==> src/rtl/mc_control_unit.sv <==
// -----------------------------------------------------------------------------
// mc_control_unit
// Multicycle RISC-V style control FSM. It sequences fetch, decode, address
// generation, memory access, execute and writeback, and drives the datapath
// mux selects and write enables for each phase.
//
// Ports
//   clk, rst_n     rising-edge clock, asynchronous active-low reset
//   op, funct3,    instruction fields (op[6:0], funct3, bit 30)
//   funct7b5
//   zero           ALU zero flag, used for beq/bne
//   mem_ready      memory handshake; an access completes in the cycle it is high
//   pcwrite        PC register enable
//   adrsrc         memory address select (0 = PC, 1 = ALU result)
//   memwrite       data memory write strobe, one pulse per store
//   irwrite        instruction register enable
//   resultsrc      result mux (00 ALUOut, 01 ReadData, 10 ALU result)
//   alusrca        ALU A select (00 PC, 01 OldPC, 10 rs1, 11 zero)
//   alusrcb        ALU B select (00 rs2, 01 immext, 10 constant 4)
//   immsrc         immediate format (I 000, S 001, U 010, B 101, J 110)
//   alucontrol     ALU operation (000 add, 001 sub, 010 and, 011 or, 101 slt)
//   regwrite       register file write enable
//   illegal        sticky illegal-opcode flag
//   state          current FSM state, for debug
//
// Configuration
//   UTYPE_SUPPORT_EN  when defined, lui/auipc execute through the UTYPE state;
//                     when undefined, those opcodes are treated as illegal.
// -----------------------------------------------------------------------------
module mc_control_unit (
    input  logic       clk,
    input  logic       rst_n,
    input  logic [6:0] op,
    input  logic [2:0] funct3,
    input  logic       funct7b5,
    input  logic       zero,
    input  logic       mem_ready,
    output logic       pcwrite,
    output logic       adrsrc,
    output logic       memwrite,
    output logic       irwrite,
    output logic [1:0] resultsrc,
    output logic [1:0] alusrca,
    output logic [1:0] alusrcb,
    output logic [2:0] immsrc,
    output logic [2:0] alucontrol,
    output logic       regwrite,
    output logic       illegal,
    output logic [3:0] state
);

    localparam int unsigned STATE_W = 4;

    // FSM state encodings
    localparam logic [STATE_W-1:0] S_FETCH    = 4'd0;
    localparam logic [STATE_W-1:0] S_DECODE   = 4'd1;
    localparam logic [STATE_W-1:0] S_MEMADR   = 4'd2;
    localparam logic [STATE_W-1:0] S_MEMREAD  = 4'd3;
    localparam logic [STATE_W-1:0] S_MEMWB    = 4'd4;
    localparam logic [STATE_W-1:0] S_MEMWRITE = 4'd5;
    localparam logic [STATE_W-1:0] S_EXECR    = 4'd6;
    localparam logic [STATE_W-1:0] S_EXECI    = 4'd7;
    localparam logic [STATE_W-1:0] S_ALUWB    = 4'd8;
    localparam logic [STATE_W-1:0] S_BRANCH   = 4'd9;
    localparam logic [STATE_W-1:0] S_JAL      = 4'd10;
`ifdef UTYPE_SUPPORT_EN
    localparam logic [STATE_W-1:0] S_UTYPE    = 4'd11;
`endif
    localparam logic [STATE_W-1:0] S_TRAP     = 4'd15;

    // Opcodes
    localparam logic [6:0] OP_LOAD   = 7'b0000011;
    localparam logic [6:0] OP_STORE  = 7'b0100011;
    localparam logic [6:0] OP_RTYPE  = 7'b0110011;
    localparam logic [6:0] OP_ITYPE  = 7'b0010011;
    localparam logic [6:0] OP_BRANCH = 7'b1100011;
    localparam logic [6:0] OP_JAL    = 7'b1101111;
`ifdef UTYPE_SUPPORT_EN
    localparam logic [6:0] OP_LUI    = 7'b0110111;
    localparam logic [6:0] OP_AUIPC  = 7'b0010111;
`endif

    // ALU operations
    localparam logic [2:0] ALU_ADD = 3'b000;
    localparam logic [2:0] ALU_SUB = 3'b001;
    localparam logic [2:0] ALU_AND = 3'b010;
    localparam logic [2:0] ALU_OR  = 3'b011;
    localparam logic [2:0] ALU_SLT = 3'b101;

    // Immediate formats
    localparam logic [2:0] IMM_I = 3'b000;
    localparam logic [2:0] IMM_S = 3'b001;
`ifdef UTYPE_SUPPORT_EN
    localparam logic [2:0] IMM_U = 3'b010;
`endif
    localparam logic [2:0] IMM_B = 3'b101;
    localparam logic [2:0] IMM_J = 3'b110;

    // Mux select codes
    localparam logic [1:0] SRCA_PC    = 2'b00;
    localparam logic [1:0] SRCA_OLDPC = 2'b01;
    localparam logic [1:0] SRCA_RS1   = 2'b10;
`ifdef UTYPE_SUPPORT_EN
    localparam logic [1:0] SRCA_ZERO  = 2'b11;
`endif
    localparam logic [1:0] SRCB_RS2   = 2'b00;
    localparam logic [1:0] SRCB_IMM   = 2'b01;
    localparam logic [1:0] SRCB_FOUR  = 2'b10;
    localparam logic [1:0] RES_ALUOUT = 2'b00;
    localparam logic [1:0] RES_RDATA  = 2'b01;
    localparam logic [1:0] RES_ALU    = 2'b10;

    logic [STATE_W-1:0] state_q;
    logic [STATE_W-1:0] state_d;
    logic               illegal_q;
    logic               illegal_set_c;
    logic [2:0]         alu_dec_c;

    // Unqualified enables; gated by reset below so nothing fires while held
    logic pcwrite_c;
    logic irwrite_c;
    logic memwrite_c;
    logic regwrite_c;

    // funct3 decode for register and immediate ALU instructions
    always_comb begin
        alu_dec_c = ALU_ADD;
        case (funct3)
            3'b000:  alu_dec_c = (op[5] && funct7b5) ? ALU_SUB : ALU_ADD;
            3'b010:  alu_dec_c = ALU_SLT;
            3'b110:  alu_dec_c = ALU_OR;
            3'b111:  alu_dec_c = ALU_AND;
            default: alu_dec_c = ALU_ADD;
        endcase
    end

    // State and sticky illegal flag
    always_ff @(posedge clk or negedge rst_n) begin
        if (!rst_n) begin
            state_q   <= S_FETCH;
            illegal_q <= 1'b0;
        end else begin
            state_q   <= state_d;
            illegal_q <= illegal_q | illegal_set_c;
        end
    end

    // Next-state and per-state datapath controls
    always_comb begin
        state_d       = state_q;
        illegal_set_c = 1'b0;
        pcwrite_c     = 1'b0;
        irwrite_c     = 1'b0;
        memwrite_c    = 1'b0;
        regwrite_c    = 1'b0;
        adrsrc        = 1'b0;
        resultsrc     = 2'b00;
        alusrca       = 2'b00;
        alusrcb       = 2'b00;
        immsrc        = 3'b000;
        alucontrol    = ALU_ADD;

        case (state_q)
            S_FETCH: begin
                adrsrc     = 1'b0;
                alusrca    = SRCA_PC;
                alusrcb    = SRCB_FOUR;
                alucontrol = ALU_ADD;
                resultsrc  = RES_ALU;
                if (mem_ready) begin
                    irwrite_c = 1'b1;
                    pcwrite_c = 1'b1;
                    state_d   = S_DECODE;
                end
            end

            // Branch target is precomputed here into ALUOut
            S_DECODE: begin
                alusrca    = SRCA_OLDPC;
                alusrcb    = SRCB_IMM;
                alucontrol = ALU_ADD;
                immsrc     = IMM_B;
                case (op)
                    OP_LOAD,
                    OP_STORE:  state_d = S_MEMADR;
                    OP_RTYPE:  state_d = S_EXECR;
                    OP_ITYPE:  state_d = S_EXECI;
                    OP_BRANCH: state_d = S_BRANCH;
                    OP_JAL:    state_d = S_JAL;
`ifdef UTYPE_SUPPORT_EN
                    OP_LUI,
                    OP_AUIPC:  state_d = S_UTYPE;
`endif
                    default: begin
                        state_d       = S_TRAP;
                        illegal_set_c = 1'b1;
                    end
                endcase
            end

            // op[5] separates stores from loads
            S_MEMADR: begin
                alusrca    = SRCA_RS1;
                alusrcb    = SRCB_IMM;
                alucontrol = ALU_ADD;
                immsrc     = op[5] ? IMM_S : IMM_I;
                state_d    = op[5] ? S_MEMWRITE : S_MEMREAD;
            end

            S_MEMREAD: begin
                adrsrc = 1'b1;
                if (mem_ready) begin
                    state_d = S_MEMWB;
                end
            end

            S_MEMWB: begin
                resultsrc  = RES_RDATA;
                regwrite_c = 1'b1;
                state_d    = S_FETCH;
            end

            // Strobe only on the completing cycle, so one pulse per store
            S_MEMWRITE: begin
                adrsrc = 1'b1;
                if (mem_ready) begin
                    memwrite_c = 1'b1;
                    state_d    = S_FETCH;
                end
            end

            S_EXECR: begin
                alusrca    = SRCA_RS1;
                alusrcb    = SRCB_RS2;
                alucontrol = alu_dec_c;
                state_d    = S_ALUWB;
            end

            S_EXECI: begin
                alusrca    = SRCA_RS1;
                alusrcb    = SRCB_IMM;
                immsrc     = IMM_I;
                alucontrol = alu_dec_c;
                state_d    = S_ALUWB;
            end

            S_ALUWB: begin
                resultsrc  = RES_ALUOUT;
                regwrite_c = 1'b1;
                state_d    = S_FETCH;
            end

            // funct3[0] inverts the condition: beq takes on zero, bne on !zero
            S_BRANCH: begin
                alusrca    = SRCA_RS1;
                alusrcb    = SRCB_RS2;
                alucontrol = ALU_SUB;
                resultsrc  = RES_ALUOUT;
                pcwrite_c  = zero ^ funct3[0];
                state_d    = S_FETCH;
            end

            // Link value OldPC+4 is computed while PC loads the target
            S_JAL: begin
                alusrca    = SRCA_OLDPC;
                alusrcb    = SRCB_FOUR;
                alucontrol = ALU_ADD;
                resultsrc  = RES_ALUOUT;
                immsrc     = IMM_J;
                pcwrite_c  = 1'b1;
                state_d    = S_ALUWB;
            end

`ifdef UTYPE_SUPPORT_EN
            // auipc adds OldPC; lui adds to a forced-zero A operand
            S_UTYPE: begin
                alusrca    = op[5] ? SRCA_ZERO : SRCA_OLDPC;
                alusrcb    = SRCB_IMM;
                immsrc     = IMM_U;
                alucontrol = ALU_ADD;
                state_d    = S_ALUWB;
            end
`endif

            // Absorbing; only reset leaves
            S_TRAP: begin
                state_d = S_TRAP;
            end

            // Unused encodings recover through FETCH
            default: begin
                state_d = S_FETCH;
            end
        endcase
    end

    assign pcwrite  = pcwrite_c  & rst_n;
    assign irwrite  = irwrite_c  & rst_n;
    assign memwrite = memwrite_c & rst_n;
    assign regwrite = regwrite_c & rst_n;
    assign illegal  = illegal_q;
    assign state    = state_q;

endmodule
==> config.mk <==
export PLATFORM = sky130hd
export DESIGN_NAME = mc_control_unit
export DESIGN_NICKNAME = d
export VERILOG_FILES = /design/src/rtl/mc_control_unit.sv
export SDC_FILE = /design/constraint.sdc
export NUM_CORES = 1
export LEC_CHECK = 0
export ABC_AREA = 1
export BUFFER_PORTS_ARGS = -buffer_cell sky130_fd_sc_hd__buf_2
export CORE_MARGIN = 5
export CORE_UTILIZATION = 44
export CTS_CLUSTER_SIZE = 10
export DETAILED_ROUTE_END_ITERATION = 12
export GPL_ROUTABILITY_DRIVEN = 1
export GPL_TIMING_DRIVEN = 1
export PLACE_DENSITY = 0.85
export REMOVE_ABC_BUFFERS = 1
export SLEW_MARGIN = 15
export SYNTH_ARGS = -nofsm -noshare
export SYNTH_HDL_FRONTEND = slang
export SYNTH_SLANG_ARGS = --single-unit
==> constraint.sdc <==
create_clock -name clk -period 2.65 [get_ports clk]
set_input_delay 0.53 -clock clk [delete_from_list [all_inputs] [get_ports clk]]
set_output_delay 0.53 -clock clk [all_outputs]
set_load 0.01 [all_outputs]
==> impl_summary.md, run 1 <==
Run status
The run finished with clean final reports.

STA
Setup repair after global routing left no endpoint under its margin. The final setup violation count is 0. The portion of the clock cycle consumed by the worst path in the final layout is 76.4%. The setup TNS is 0 ns.

The final critical delay including setup and external delays is 2.03 ns. The count of pins over their slew limit is 0. The setup clock skew after layout is 0.00452 ns. The hold violation count in the final report is 0. At the pin with the least slew margin, the transition time is 0.266 ns. The headroom to the max-slew limit is 82.1%. The minimum hold slack is 0.0969 ns. The top achievable clock speed is 494 MHz.

Clocking
The CTS tree is done. The clock-pin transition on the worst setup and hold timing paths is 0.05 ns. The root buffer cell is sky130_fd_sc_hd__clkbuf_4.

The count of clock tree sinks is 5. The clock passes through at most 2 buffers. CTS built an H-tree with a depth of 1. The later pin in the worst-skew pair is clocked with a latency of 0.25 ns.

In this run the post-CTS setup repair buffer count came out at 0. In this run, post-CTS hold repair placed 0 buffers. The number of CTS-inserted buffers is 3.

The number of cells upsized or downsized after cts is 0.

Global routing
The global-route usage over all layers is 16.3%. The first-pass GRT wire length is 2620 um. The maximum number of pins on one net before global-route repair is 9.

The initial antenna violation count is 0. The via count of the first global-routing pass came to 661. Summed over all layers, the global routing overflow is 0.

Setup path
The arrival time of data at the critical path endpoint is 1.50 ns. The worst register-to-register path begins at state[1]. On the worst path, the slowest cell contributes a delay of 0.48 ns.

The worst register-to-register path ends at state[0]. The critical path starts at state[0]. The critical path depth is 7. The required time reported for the critical path endpoint is 2.12 ns. The largest fanout on the critical path is 8.

The number of cells on the worst reg-to-reg path is 8. The reg2reg setup slack is 1.34 ns. The signal on the critical path passes through inv_2 > nor2_4 > nand2_1 > nor2_1 > nor2_1 > a21oi_1 > buf_2. The end point of the critical path is pcwrite. The critical path buffer and inverter count is 2.

The worst setup path is launched from a flip-flop. The dominant cell type by count on the critical path is sky130_fd_sc_hd__nor2_1. The kind of critical path is reg -> out.

The cell type of the slowest stage on the worst timing path is sky130_fd_sc_hd__dfrtp_1. STA classifies the critical path endpoint as an output port. The dominant delay contributor by cell family on the critical path is flip-flops.

Placed design
The post-detailed-placement half-perimeter wirelength is 1350 um. The congestion estimate from routability-driven global placement came to 0.898. The number of port buffers is 36.

Pwr
The power density normalized to cell area is 971 nW/um2. Summed over all cells, the static leakage comes to 0.511 nW. The worst-case IR drop observed on VDD is 412 uV.

Route
The number of DRC markers after the initial detailed-route iteration is 10. After detailed routing, the average wire length per cell comes to 10.3 um. The count of antenna-violating nets left after detailed routing is 0. The final route contains 729 vias. Summed over all layers, the routed wires come to 1600 um.

The per-cell via count in the routed design is 4.70. The number of detailed-routing iterations run before antenna repair is 4. The post-detailed-route DRC marker count is 0.

Yosys
In the post-synthesis netlist, the biggest area contributors are sky130_fd_sc_hd__dfrtp_1 (22%), sky130_fd_sc_hd__nand2_1 (18%), sky130_fd_sc_hd__inv_1 (10%), sky130_fd_sc_hd__nor2_1 (9.7%), sky130_fd_sc_hd__nand3_1 (6.9%). After synthesis the netlist holds a flip-flop and latch count of 5. Yosys mapped a number of flops with a built-in enable equal to 0. The distinct cell type count after synthesis is 21. The average instance area after synthesis is 5.74 um2. The main flop type after synthesis is sky130_fd_sc_hd__dfrtp_1.

The synthesis warning total is 0. The fraction of post-synthesis cell area in the top cell type by area is 21.6%. The commonest cells after synthesis are sky130_fd_sc_hd__nand2_1 (28), sky130_fd_sc_hd__inv_1 (16), sky130_fd_sc_hd__nor2_1 (15). The synthesized netlist cell count is 101.

The share of async-settable or async-resettable flops after synthesis is 100%. The netlist area before placement is 579 um2. The share of synthesized area occupied by flip-flops and latches is 21.6%.

The synthesized design spends more area on one cell type than any other, namely sky130_fd_sc_hd__dfrtp_1. The most common cell in the netlist is sky130_fd_sc_hd__nand2_1.

Final layout
The repair_antennas step left the layout with diodes totalling 0. The multi-input combinational cells in the finished layout cover a total of 375 um2. The area growth from synthesis to final layout is 37.6%. The sequential standard cell area is 125 um2. The filler cell count in the final layout is 130. For this run, the share of the core covered by cells in the final layout is 62.8%. The fraction of final layout cells with drive strength greater than 1 is 34.3%. At the end of the flow, the number of nets in the layout was 156.

Die
Measured along the x axis, the die boundary spans 46.3 um. The die height is 46.3 um. 37 I/O pins were placed. The die area is 2140 um2. The row count is 13. The area of the core is 1270 um2. For this configuration, the core starts out at a cell density of 45.7%.

Job
The number of max-capacitance violations reported is 0.

Worst hold path
The path type of the worst min-delay path is in -> async.
worst register-to-register path, stage by stage, from the launching register on:
cell and delay [ns]:
sky130_fd_sc_hd__dfrtp_1 0.46, sky130_fd_sc_hd__nand2_1 0.15, sky130_fd_sc_hd__inv_1 0.08, sky130_fd_sc_hd__nand3_1 0.12
sky130_fd_sc_hd__nand2_1 0.07, sky130_fd_sc_hd__a21oi_1 0.15, sky130_fd_sc_hd__nand2_1 0.08, sky130_fd_sc_hd__nand2_1 0.06
sky130_fd_sc_hd__nand2_1 0.04
metal layers:
layer	vias up	track usage, %	wire length, um	part of all wire (%)
met4	0	7.39	20	1.3
met5	-	0	0	0
met1	305	21.1	691	43
met3	2	0.781	125	7.8
li1	398	-	-	-
met2	24	27.5	760	48
through the flow:
stage	instances	worst slack [ns]	total power, mW	cell area (um2)
finish	155	0.625	0.774	797
CTS	155	0.606	0.780	797
floorplan	100	0.815	0.501	572
global placement	151	0.883	0.680	771
global route	155	0.469	0.851	797
detailed placement	151	0.872	0.686	771
cell type report:
type / count / share of cell area [%]
multi-input combinational: 76 / 47.1
timing repair buffer: 36 / 22.6
sequential: 5 / 15.7
inverter: 19 / 8.95
clock buffer: 4 / 3.30
tap: 15 / 2.35
cells by family (layout without fill, tap and decap cells):
group	count (synthesis)	after routing	share of synthesized area, %
AND/OR/NAND/NOR	64	64	50.8
buffers and inverters	20	59	13.6
AO/OA/AOI/OAI	10	10	11.0
XOR/XNOR	2	2	3.02
flip-flops	5	5	21.6
how the worst min path moves through the flow:
stage,depth (start not counted),endpoint,slack [ns],startpoint
after global routing,1,state[2],0.12,rst_n
final,1,state[2],0.1,rst_n
after detailed placement,1,state[0],0.36,rst_n
after CTS,1,state[2],0.10,rst_n
after global placement,1,state[0],0.36,rst_n
after floorplan,0,illegal,0.23,rst_n
power breakdown:
group          switching (mW)  total (mW)  internal [mW]
logic                   0.329       0.526          0.197
registers              0.0517       0.155          0.104
clock network          0.0353      0.0925         0.0572
total                   0.416       0.774          0.358
sequential cells by signal, indices dropped and copies added, names as in the netlist:
signal and flops:
illegal 1, state 4
placed cells by master, fill, tap and decap left out, types with 3 or more instances in the layout:
master / n
sky130_fd_sc_hd__dfrtp_1: 5
sky130_fd_sc_hd__nor3_1: 4
sky130_fd_sc_hd__inv_1: 16
sky130_fd_sc_hd__nand2_1: 28
sky130_fd_sc_hd__clkbuf_4: 3
sky130_fd_sc_hd__a21oi_1: 3
sky130_fd_sc_hd__inv_2: 3
sky130_fd_sc_hd__nand3_1: 8
sky130_fd_sc_hd__buf_2: 36
sky130_fd_sc_hd__nor2_1: 15
Note: power is estimated with default switching activity, not from simulation.
==> run 2: changes to the inputs <==
--- a/config.mk
+++ b/config.mk
@@ -8,12 +8,12 @@
 export ABC_AREA = 1
 export BUFFER_PORTS_ARGS = -buffer_cell sky130_fd_sc_hd__buf_2
 export CORE_MARGIN = 5
-export CORE_UTILIZATION = 44
+export CORE_UTILIZATION = 37
 export CTS_CLUSTER_SIZE = 10
 export DETAILED_ROUTE_END_ITERATION = 12
 export GPL_ROUTABILITY_DRIVEN = 1
 export GPL_TIMING_DRIVEN = 1
-export PLACE_DENSITY = 0.85
+export PLACE_DENSITY = 0.76
 export REMOVE_ABC_BUFFERS = 1
 export SLEW_MARGIN = 15
 export SYNTH_ARGS = -nofsm -noshare
==> constraint.sdc (replaced) <==
create_clock -name clk -period 1.65 [get_ports clk]
set_input_delay 0.33 -clock clk [delete_from_list [all_inputs] [get_ports clk]]
set_output_delay 0.33 -clock clk [all_outputs]
set_load 0.01 [all_outputs]
==> impl_summary.md, run 2 (same netlist as run 1, synthesis figures left out) <==
Run status
The flow ran to the end, but the final reports show violations. The final reports fail on negative setup slack.

Die
The floorplan has 14 rows. Measured along the x axis, the die boundary spans 49.6 um. The number of top-level pins is 37. The die height is 49.6 um.

The die area is 2460 um2. The area of the core is 1490 um2. The effective utilization at floorplan is 38.9%.

Final layout
The post-route netlist has 56.5% of its cells at a drive strength greater than 1. The area growth from synthesis to final layout is 70.0%. The leading cell type in the layout, fill and taps excluded is sky130_fd_sc_hd__buf_2. Leaving out fill and tap cells, the most frequent cells in the layout are sky130_fd_sc_hd__buf_2 (36), sky130_fd_sc_hd__nand2_1 (21), sky130_fd_sc_hd__nor2_1 (11), sky130_fd_sc_hd__buf_4 (11), sky130_fd_sc_hd__inv_1 (10). The multi-input logic area is 442 um2. The number of nets in the final layout is 170. The final standard cell utilization of the core is 66.1%. Counting the fill cells in the layout gives 144. The register with the most flip-flops in the layout has 4 of them. The final design area excluding fillers is 985 um2. The final instance count without filler cells is 170. The sequential standard cell area is 130 um2. The count of inserted antenna diode cells is 0.

Setup path
The required time reported for the critical path endpoint is 1.32 ns. The largest fanout on the critical path is 6. The worst register-to-register path has a depth of 9.

The worst setup path is launched from a flip-flop. The critical path capture point type is an output port. By startpoint and endpoint, the worst setup path is classified as reg -> out.

For the worst setup path, the data arrival time is 1.38 ns.

Placed design
Buffers placed on the I/O ports in this run total 36. In this run, placement finished with an instance count of 153. Routability-driven placement finished with a final weighted congestion of 0.902. The post-detailed-placement half-perimeter wirelength is 1390 um. Timing analysis after detailed placement gives a worst setup slack of 0.101 ns. The instance area at placement is 779 um2.

STA
The portion of the clock cycle consumed by the worst path in the final layout is 104%. Measured against its own limit, the worst slew margin works out to 82.5%. On the final layout, the worst clock skew is 0.00527 ns. Setup repair after global routing could not meet its margin everywhere. Hold is met by 0.421 ns.

The final setup violation count is 7. The count of pins over their slew limit was 0. For the pin with the worst max-slew slack, the measured transition is 0.261 ns. The routed design could run at a clock period as short as 1.71 ns.

The hold violation count in the final report came to 0. After routing, the total negative slack on setup checks comes to -0.279 ns. Static timing analysis puts the maximum clock frequency at 585 MHz. The final worst slack is -0.0599 ns.

Clocking
CTS saw 5 sinks. TritonCTS built the clock tree. The maximum buffer depth of the clock tree is 2. The maximum level of the CTS H-tree is 1. The root buffer cell is sky130_fd_sc_hd__clkbuf_4. In this run, CTS created clock tree buffers numbering 3. The latest clock arrival within the worst-skew pair is 0.25 ns. The clock-pin transition on the worst setup and hold timing paths is 0.05 ns.

Route
Summing over every cut layer, the via total after detailed routing is 842. The wire length reported by the detailed router is 2190 um. The per-cell via count in the routed design is 4.95. The first routing iteration left 18 violations. The post-detailed-route DRC marker count is 0. The average routed wire per standard cell is 12.9 um. The first TritonRoute pass finished after 4 iterations. The detail route stage leaves a number of antenna-violating nets equal to 0.

Pwr
The reported leakage power is 0.585 nW. The largest vdd supply drop is 683 uV. The power density normalized to cell area is 1680 nW/um2. Total power for the finished layout comes to 1.65 mW.

Global routing
After global routing the overflow that remains totals 0. The global-route usage over all layers is 15.4%. The via count of the first global-routing pass is 747. Entering global routing, the biggest net connects 8 pins. The first global-routing pass estimated 3150 um of wire. The initial antenna violation count is 0.

Job
Max-cap violations in this run came to 0.

Worst hold path
The worst hold path passes through 2 cells. The tightest min-delay check is of the in -> reg type.
## run 2: changes by cell type in the layout (fill, tap and decap cells not counted), moves of 4 or more
| cell | change |
|---|---|
| sky130_fd_sc_hd__nand2_2 | +5 |
| sky130_fd_sc_hd__dfrtp_1 | -4 |
| sky130_fd_sc_hd__inv_1 | -6 |
| sky130_fd_sc_hd__nor2_1 | -4 |
| sky130_fd_sc_hd__inv_2 | +6 |
| sky130_fd_sc_hd__dfrtp_2 | +4 |
| sky130_fd_sc_hd__buf_4 | +11 |
| sky130_fd_sc_hd__nand2_1 | -7 |
## run 2: layout make-up
class                           instances  area share (%)
Tap cell                               16            2.03
Inverter                               19            7.24
Clock buffer                            4            2.67
Sequential cell                         5            13.2
Multi-Input combinational cell         76            44.9
Timing Repair Buffer                   50            30.0
## run 2: final timing paths
kind                       startpoint        to  slack, ns
hold reg to reg               illegal   illegal       0.46
max in group asynchronous       rst_n  state[2]       0.91
hold / removal                  op[5]  state[1]       0.42
min in group asynchronous       rst_n  state[3]       0.50
setup reg to reg             state[1]  state[0]       0.27
setup / recovery             state[0]  memwrite      -0.06
## run 2: worst max-delay path: stages, from the launching register on
cell and delay, ns:
sky130_fd_sc_hd__dfrtp_2 0.43, sky130_fd_sc_hd__inv_2 0.07, sky130_fd_sc_hd__nor2_4 0.16, sky130_fd_sc_hd__buf_4 0.13
sky130_fd_sc_hd__nand3_2 0.08, sky130_fd_sc_hd__nor3_2 0.11, sky130_fd_sc_hd__buf_2 0.15
## run 2: layer usage
layer / up-vias / part of all wire (%) / track usage (%)
li1: 427 / - / -
met1: 381 / 40 / 18.9
met2: 27 / 53 / 28.0
met3: 7 / 4.6 / 1.51
met4: 0 / 2.1 / 3.93
met5: - / 0 / 0
## run 2: what timing repair did
| item | in CTS | in global routing |
|---|---|---|
| gates resized for setup | 15 | 16 |
| hold buffers | 1 | 0 |
| pin swaps | 4 | 5 |
| setup buffers | 6 | 6 |
| endpoints found under the setup margin | 13 | 13 |
| hold endpoints to repair | 5 | 0 |
## run 2: report_power, final
part           switching [mW]  internal (mW)  total, mW
Clock                  0.0594         0.0920      0.151
Combinational           0.709          0.526       1.23
Sequential             0.0910          0.175      0.266
Total                   0.860          0.793       1.65
==> run 3: changes to the inputs <==
--- a/config.mk
+++ b/config.mk
@@ -14,6 +14,7 @@
 export GPL_ROUTABILITY_DRIVEN = 1
 export GPL_TIMING_DRIVEN = 1
 export PLACE_DENSITY = 0.76
+export RECOVER_POWER = 50
 export REMOVE_ABC_BUFFERS = 1
 export SLEW_MARGIN = 15
 export SYNTH_ARGS = -nofsm -noshare
==> impl_summary.md, run 3 (same netlist as run 1, synthesis figures left out) <==
Setup path
The largest fanout on the critical path is 6. The startpoint of the worst-slack reg-to-reg timing path is state[1]. For the worst setup path, the data arrival time is 1.38 ns.

The setup check on the worst reg-to-reg path leaves a slack of 0.27 ns. Tracing the worst setup path back leads to its startpoint at state[0]. The required time reported for the critical path endpoint is 1.32 ns. The critical path capture point type is an output port. The startpoint kind of the worst setup timing path is a flip-flop. The kind of critical path is reg -> out.

Job
The number of max-capacitance violations reported is 0.

Global routing
The global-route usage over all layers is 15.4%. The first-pass GRT wire length is 3150 um. For this run the aggregate overflow at the end of global routing stands at 0. The maximum number of pins on one net before global-route repair is 8. The via count of the first global-routing pass came to 747. The initial antenna violation count is 0.

Pwr
The share of total power dissipated in combinational logic is 74.7%. The switching share of power is 52.0%. The completed layout was analyzed and its total power is 1.65 mW. Registers are responsible for 16.1% of the overall power.

The reported leakage power is 0.581 nW. The largest vdd supply drop is 683 uV. The clock network burns 9.1% of the power. The internal portion of the total power is 0.792 mW. Power spread over the standard cell area amounts to 1680 nW/um2. In this run the power spent charging and discharging nets is 0.858 mW.

Final layout
The count of inserted antenna diode cells is 0. After the last flow step, the layout net total stands at 170. The fraction of final layout cells with drive strength greater than 1 is 55.2%. The library cell used most frequently in the layout, excluding fill and tap cells, is sky130_fd_sc_hd__buf_2.

Leaving out filler cells and counting taps, the final layout contains 170. The number of flip-flops in the largest register is 4. In the layout the commonest cells are sky130_fd_sc_hd__buf_2 (34), sky130_fd_sc_hd__nand2_1 (21), sky130_fd_sc_hd__nor2_1 (11), sky130_fd_sc_hd__buf_4 (11), sky130_fd_sc_hd__inv_1 (10). The area growth from synthesis to final layout is 69.5%.

Route
In this run the top signal layer used is met4. For this block, wires on met1 add up to 867 um. The count of antenna-violating nets left after detailed routing is 0. The post-detailed-route DRC marker count is 0. After detailed routing, the met3 layer carries 104 um of wire. The detailed router finished its first iteration with 18 violations. The wire length reported by the detailed router is 2180 um. The average routed wire per standard cell is 12.8 um. The wire length on met2 is 1160 um.

Dividing the detail-routed via count by the number of cells gives 4.96. The routed layout has 844 vias. The first TritonRoute pass finished after 6 iterations.

Clocking
CTS saw 5 sinks. The clock-pin transition on the worst setup and hold timing paths is 0.05 ns. The tree is rooted in a sky130_fd_sc_hd__clkbuf_4.

TritonCTS built the clock tree. For the worst-skew pair, the clock arrives at the later sink with an insertion delay of 0.25 ns. TritonCTS created 3 clock buffers.

The maximum level of the CTS H-tree is 1. No sink is reached through more buffers than the 2 on the longest clock path.

Placed design
The cell count after placement is 153. The post-place setup slack is 0.101 ns. The number of port buffers is 36.

Summed over all nets, the half-perimeter wirelength after detailed placement is 1390 um. The congestion estimate from routability-driven global placement came to 0.902.

Die
The die covers 2460 um2. The die height is 49.6 um. The row count is 14. The area of the core is 1490 um2. The effective utilization at floorplan is 38.9%.

In this run the horizontal extent of the chip is 49.6 um. The number of top-level pins is 37.

STA
The final critical delay including setup and external delays is 1.71 ns. The slew at the pin closest to its max-slew limit is 0.261 ns. The portion of the clock cycle consumed by the worst path in the final layout is 104%. The setup clock skew after layout is 0.00532 ns. Setup violations remaining at the end of the flow were counted as 7. The headroom to the max-slew limit is 82.5%. The top achievable clock speed is 585 MHz. The count of pins over their slew limit is 0. Setup repair after global routing could not meet its margin everywhere. The hold violation count in the final report was 0.

The final worst slack is -0.0592 ns.

Run status
The flow ran to the end, but the final reports show violations. The checks that failed: negative setup slack.

Worst hold path
The worst hold path begins at op[5]. The path type of the worst min-delay path is in -> reg.
-- run 3: cell count changes in the layout (fill, tap and decap cells not counted), sizes merged --
cell	previous run	this run
buf	49	47
clkbuf	4	6
-- run 3: per-stage QoR --
step | hold slack, ns | util (%) | setup TNS [ns] | cell area [um2]
3_3_place_gp | 0.160 | 52.4 | 0 | 779
3_5_place_dp | 0.166 | 52.4 | 0 | 779
6_report | 0.422 | 66.0 | -0.271 | 982
4_1_cts | 0.395 | 59.6 | -0.0745 | 887
5_1_grt | 0.434 | 66.0 | -1.21 | 982
2_1_floorplan | 0.0344 | - | 0 | 572
-- run 3: routing by layer --
metal	track usage [%]	vias up
met5	0	-
met4	3.93	0
met3	1.51	7
met2	28.0	27
met1	18.9	383
li1	-	427
-- run 3: area by class of cell --
cell class / count / area (um2)
timing repair buffer: 50 / 293
sequential: 5 / 130
fill: 144 / 507
tap: 16 / 20.0
inverter: 19 / 71.3
multi-input combinational: 76 / 442
clock buffer: 4 / 26.3
-- run 3: worst max-delay path, cell delays in order (launching register included) --
cell	delay, ns
sky130_fd_sc_hd__dfrtp_2	0.43
sky130_fd_sc_hd__inv_2	0.07
sky130_fd_sc_hd__nor2_4	0.16
sky130_fd_sc_hd__buf_4	0.13
sky130_fd_sc_hd__nand3_2	0.08
sky130_fd_sc_hd__nor3_2	0.11
sky130_fd_sc_hd__buf_2	0.15
-- run 3: final timing paths --
check | to | cells after the start
setup / recovery | memwrite | 6
hold / removal | state[1] | 2
setup reg to reg | state[0] | 9
hold reg to reg | illegal | 2
max in group asynchronous | state[2] | 2
min in group asynchronous | state[3] | 2
-- run 3: power by group through the flow --
| stage | Combinational (mW) | Clock, mW | Sequential [mW] |
|---|---|---|---|
| after floorplan | 0.545 | 0 | 0.259 |
| after global placement | 0.874 | 0 | 0.242 |
| after detailed placement | 0.873 | 0 | 0.245 |
| after CTS | 1.02 | 0.151 | 0.256 |
| after global routing | 1.35 | 0.164 | 0.272 |
| final | 1.23 | 0.151 | 0.266 |
-- run 3: timing repair --
action	CTS	global route
buffers inserted	6	6
hold endpoints to repair	5	0
pin swaps	4	5
setup endpoints to repair	13	13
hold buffers	1	0
resized for setup	15	16
